[config.mk]
export PLATFORM = sky130hd
export DESIGN_NAME = flush_issue_ctrl
export DESIGN_NICKNAME = d
export VERILOG_FILES = /design/src/rtl/flush_issue_ctrl.sv
export SDC_FILE = /design/constraint.sdc
export NUM_CORES = 1
export LEC_CHECK = 0
export ABC_CLOCK_PERIOD_IN_PS = 1550
export CORE_UTILIZATION = 35
export CTS_BUF_LIST = sky130_fd_sc_hd__clkbuf_2 sky130_fd_sc_hd__clkbuf_4 sky130_fd_sc_hd__clkbuf_8
export DETAILED_ROUTE_END_ITERATION = 7
export PLACE_DENSITY_LB_ADDON = 0.2
export REMOVE_ABC_BUFFERS = 1
export SLEW_MARGIN = 10
export SYNTH_ARGS = -nofsm -noshare
export SYNTH_HDL_FRONTEND = slang
export SYNTH_SLANG_ARGS = --single-unit
[constraint.sdc]
create_clock -name clk -period 1.55 [get_ports clk]
set_input_delay 0.3875 -clock clk [delete_from_list [all_inputs] [get_ports clk]]
set_output_delay 0.3875 -clock clk [all_outputs]
set_load 0.005 [all_outputs]
[src/rtl/flush_issue_ctrl.sv]
// Flush initiator: fixed-priority pick among flush sources, one-cycle flush pulse,
// then a fixed drain wait and a bounded wait for the pipeline drain acknowledge.
module flush_issue_ctrl #(
  parameter int unsigned NUM_SRC      = 4,
  parameter int unsigned PC_W         = 32,
  parameter int unsigned DRAIN_CYCLES = 2,
  parameter int unsigned ACK_TIMEOUT  = 15
) (
  input  logic                    clk,
  input  logic                    reset_n,
  input  logic [NUM_SRC-1:0]      src_valid,
  input  logic [NUM_SRC*PC_W-1:0] src_target,
  output logic [NUM_SRC-1:0]      src_grant,
  output logic                    flush_req,
  output logic [PC_W-1:0]         flush_target,
  output logic [NUM_SRC-1:0]      flush_src,
  input  logic                    flush_ack,
  output logic                    busy,
  output logic                    timeout_err
);

  typedef enum logic [1:0] {IDLE, ISSUE, DRAIN, WAIT_ACK} state_e;

  localparam logic [3:0] DRAIN_LD = 4'(DRAIN_CYCLES);
  localparam logic [7:0] TO_LAST  = 8'(ACK_TIMEOUT - 1);

  state_e              state_q, state_d;
  logic [3:0]          drain_cnt_q, drain_cnt_d;
  logic [7:0]          to_cnt_q, to_cnt_d;
  logic                early_ack_q, early_ack_d;
  logic                flush_req_q, flush_req_d;
  logic                busy_q, busy_d;
  logic                timeout_err_q, timeout_err_d;
  logic [PC_W-1:0]     flush_target_q, flush_target_d;
  logic [NUM_SRC-1:0]  flush_src_q, flush_src_d;

  logic                found;
  logic [NUM_SRC-1:0]  pick;
  logic [PC_W-1:0]     pick_target;

  // Lowest set index wins.
  always_comb begin
    found       = 1'b0;
    pick        = '0;
    pick_target = '0;
    for (int unsigned i = 0; i < NUM_SRC; i++) begin
      if (src_valid[i] && !found) begin
        found       = 1'b1;
        pick[i]     = 1'b1;
        pick_target = src_target[i*PC_W +: PC_W];
      end
    end
  end

  // Grant is suppressed while reset is asserted so no source sees a phantom acceptance.
  assign src_grant = (state_q == IDLE && reset_n) ? pick : '0;

  always_comb begin
    state_d        = state_q;
    drain_cnt_d    = drain_cnt_q;
    to_cnt_d       = to_cnt_q;
    early_ack_d    = early_ack_q;
    flush_req_d    = 1'b0;
    flush_target_d = flush_target_q;
    flush_src_d    = flush_src_q;
    timeout_err_d  = timeout_err_q;
    case (state_q)
      IDLE: begin
        if (found) begin
          state_d        = ISSUE;
          flush_req_d    = 1'b1;
          flush_target_d = pick_target;
          flush_src_d    = pick;
        end
      end
      ISSUE: begin
        drain_cnt_d = DRAIN_LD;
        to_cnt_d    = '0;
        early_ack_d = 1'b0;
        state_d     = DRAIN;
      end
      DRAIN: begin
        if (flush_ack) early_ack_d = 1'b1;
        drain_cnt_d = drain_cnt_q - 4'd1;
        if (drain_cnt_q <= 4'd1) state_d = WAIT_ACK;
      end
      WAIT_ACK: begin
        if (flush_ack || early_ack_q) begin
          state_d = IDLE;
        end else if (to_cnt_q >= TO_LAST) begin
          timeout_err_d = 1'b1;
          state_d       = IDLE;
        end else begin
          to_cnt_d = to_cnt_q + 8'd1;
        end
      end
      default: state_d = IDLE;
    endcase
    busy_d = (state_d != IDLE);
  end

  always_ff @(posedge clk) begin
    if (!reset_n) begin
      state_q        <= IDLE;
      drain_cnt_q    <= '0;
      to_cnt_q       <= '0;
      early_ack_q    <= 1'b0;
      flush_req_q    <= 1'b0;
      busy_q         <= 1'b0;
      timeout_err_q  <= 1'b0;
      flush_target_q <= '0;
      flush_src_q    <= '0;
    end else begin
      state_q        <= state_d;
      drain_cnt_q    <= drain_cnt_d;
      to_cnt_q       <= to_cnt_d;
      early_ack_q    <= early_ack_d;
      flush_req_q    <= flush_req_d;
      busy_q         <= busy_d;
      timeout_err_q  <= timeout_err_d;
      flush_target_q <= flush_target_d;
      flush_src_q    <= flush_src_d;
    end
  end

  assign flush_req    = flush_req_q;
  assign busy         = busy_q;
  assign timeout_err  = timeout_err_q;
  assign flush_target = flush_target_q;
  assign flush_src    = flush_src_q;

endmodule

==> flow_summary.ini, run 1 <==
[status]
status = complete, but fails checks
violations = negative setup slack

[synth]
yosys-top-cells-area = dfxtp_1 37%, a221o_1 9.6%, a21oi_1 8.9%, o21ai_0 6.4%, ha_1 3.9%
synth_area_leader_cell = dfxtp_1
synth_top_family_by_area = compound AO/OA/AOI/OAI gates
synth_xor_xnor_area_share = 0.00301
ys_warn_count = 0
synth_common_cells = 54 x dfxtp_1, 52 x a21oi_1, 37 x o21ai_0
synth_fa_ha_area_frac = 0.0387
synth_top_area_frac = 0.371
synth_area_sq_um = 2910
synth_flop_cell = dfxtp_1
synth_compound_area_frac = 0.410
ys_ff_latch = 54
ys_seq_area_frac = 0.371
synthMuxAreaShare = 0.00344
synthCells = 336
synth.most_common_cell = dfxtp_1
ys_types = 43
async_flop_share = 0
syn_area_per_cell_sq_um = 8.67
yosys.area_share.simple = 0.0997
synth-edff-count = 0

[drt]
num_vias = 3627
via_per_inst = 5.63
wire_per_inst_um = 19.9
totalWireLength_mm = 12.8
ant_nets = 0
drt_iter0_drc = 166
route.detailed.drc = 0
drt-pass1-iter-count = 6

[layout]
drive_gt1_frac = 0.271
final_util = 0.713
fin_nets = 686
antennaDiodeCount = 0
area_growth_pct = 93.1

[job]
cap_violations = 0

[setup_path]
critical_path.cell_chain = inv_2 -> ha_4 -> and2_4 -> buf_6 -> and3_4 -> buf_6
crit_required_ps = 1160
critPathMaxFanout = 2
cp_common_cell = buf_6
worstSetupEndpointType = output pin
critPathKind = flip-flop to output pin
timing.critical_path.from_type = flip-flop
slowest_delay_ps = 350
worst_path_max_delay_cell = dfxtp_2
arrival_ps = 1370

[clock_tree]
numClockSinks = 54
cts_buffer_depth = 2
cts_made_buffers = 5
htreeDepth = 2
clock-root-buffer = clkbuf_8
cts_tree = built
clk_pin_slew_ps = 100
clk_latency_ps = 310

[placement]
dp_hpwl_mm = 7.96
io_buffer_count = 177
gp_congestion = 0.799
place_ws_ps = -723

[floorplan]
die_y_um = 93.2
design.core.area_sq_um = 7890
die_area_sq_um = 8690
die_w_um = 93.2
start_util = 0.369
io_pins = 178
rows = 32

[sta]
timing.final.crit_period_ps = 1750
rsz0062_at_grt = true
min_period_over_period = 1.13
hold_violations = 0
drv_slew = 0
tightest_slew_ps = 526
report.final.setup_viol = 39
skew_ps = 8.64
fmax_mhz = 571
relSlewSlack = 0.649
setup_ws_ps = -203

[grt]
grt_max_degree = 53
grt-ovfl-total = 0
antenna_found_initial = 0
grtUsageTotal = 0.288
grt_pass1_wl_mm = 19.0
grt_pass1_vias = 3649

[min_path]
hold_class = flip-flop to flip-flop

[power_and_ir_drop]
leakage_nw = 2.36
p_per_area_nw_per_um2 = 768
vdd.ir_drop.worst_mv = 0.432
[placed cells by master (no fill, tap or decap), drive strengths merged, types with 10 or more instances in the layout]
master	n
a21oi	52
a221o	28
and3	10
buf	56
clkdlybuf4s50	130
dfxtp	54
dlygate4sd2	30
nor2	10
o21ai	57
[stage by stage]
stage,setup TNS (ps),instance area [sq um],hold WS (ps),std cells,total power [mW]
final,-3980,5630,470,644,4.32
after global routing,-5860,5630,491,644,4.51
after CTS,-3280,5350,483,640,4.18
after detailed placement,-28480,4890,472,616,2.95
after global placement,-28060,4890,453,616,2.93
after floorplan,-17250,2730,441,304,2.06
[worst max-delay path, delay by kind of cell, from the launching register on]
| family | cells | cell delay (ps) |
|---|---|---|
| DFF | 1 | 350 |
| and+or+nand+nor | 2 | 280 |
| buffers and inverters | 3 | 270 |
| adders and majority gates | 1 | 160 |
[where the power goes]
group / internal, mW / switching, mW
clock network: 0.518 / 0.489
logic: 0.991 / 0.731
registers: 1.52 / 0.0676
total: 3.03 / 1.29
[state kept, by name, indices dropped and copies added, names as in the netlist]
| signal | count |
|---|---|
| flush_src | 4 |
| flush_req | 1 |
| drain_cnt_q | 4 |
| to_cnt_q | 8 |
| early_ack_q | 1 |
| state_q | 2 |
| timeout_err | 1 |
| busy | 1 |
| flush_target | 32 |
[final timing paths]
| path | from | endpoint | slack (ps) | cells past startpoint |
|---|---|---|---|---|
| worst min register to register | flush_src[1]$_SDFFE_PN0P_ | flush_src[1]$_SDFFE_PN0P_ | 470 | 2 |
| worst max register to register | state_q[0]$_SDFF_PN0_ | flush_target[4]$_SDFFE_PN0P_ | -170 | 11 |
| worst min-delay path | flush_src[1]$_SDFFE_PN0P_ | flush_src[1]$_SDFFE_PN0P_ | 470 | 2 |
| worst max-delay path | state_q[0]$_SDFF_PN0_ | src_grant[1] | -200 | 6 |
[area by class of cell]
cell class                      instances  area, sq um
Multi-Input combinational cell        243         1910
Timing Repair Buffer                  229         2350
Tap cell                              102          128
Inverter                                9         33.8
Sequential cell                        54         1100
Clock inverter                          1         30.0
Fill cell                             613         2260
Clock buffer                            6         82.6
[layer usage]
metal / track usage / share of wire
met4: 0.0974 / 0.029
met3: 0.0878 / 0.078
met2: 0.508 / 0.51
met1: 0.328 / 0.39
met5: 0 / 0
[logic make-up after synthesis]
group	Yosys count
AO/OA/AOI/OAI	179
buffers and inverters	41
XOR/XNOR	1
adder cells (fa/ha/maj)	9
flip-flops	54
multiplexers	1
AND/OR/NAND/NOR	51
[repair_timing]
action	4_1_cts	5_1_grt
pin swaps	21	26
gates cloned	7	2
hold endpoints to repair	0	0
hold buffers	0	0
endpoints found under the setup margin	76	56
resized for setup	104	55
setup buffers	10	3
No activity file was read; power rests on OpenSTA's default activity.
==> run 2: changes to the inputs <==
--- a/config.mk
+++ b/config.mk
@@ -5,13 +5,13 @@
 export SDC_FILE = /design/constraint.sdc
 export NUM_CORES = 1
 export LEC_CHECK = 0
+export ABC_AREA = 0
 export ABC_CLOCK_PERIOD_IN_PS = 1550
 export CORE_UTILIZATION = 35
 export CTS_BUF_LIST = sky130_fd_sc_hd__clkbuf_2 sky130_fd_sc_hd__clkbuf_4 sky130_fd_sc_hd__clkbuf_8
 export DETAILED_ROUTE_END_ITERATION = 7
 export PLACE_DENSITY_LB_ADDON = 0.2
 export REMOVE_ABC_BUFFERS = 1
-export SLEW_MARGIN = 10
 export SYNTH_ARGS = -nofsm -noshare
 export SYNTH_HDL_FRONTEND = slang
 export SYNTH_SLANG_ARGS = --single-unit
==> results of run 2 <==
No change in the layout: final DEF, timing and power equal those of run 1.
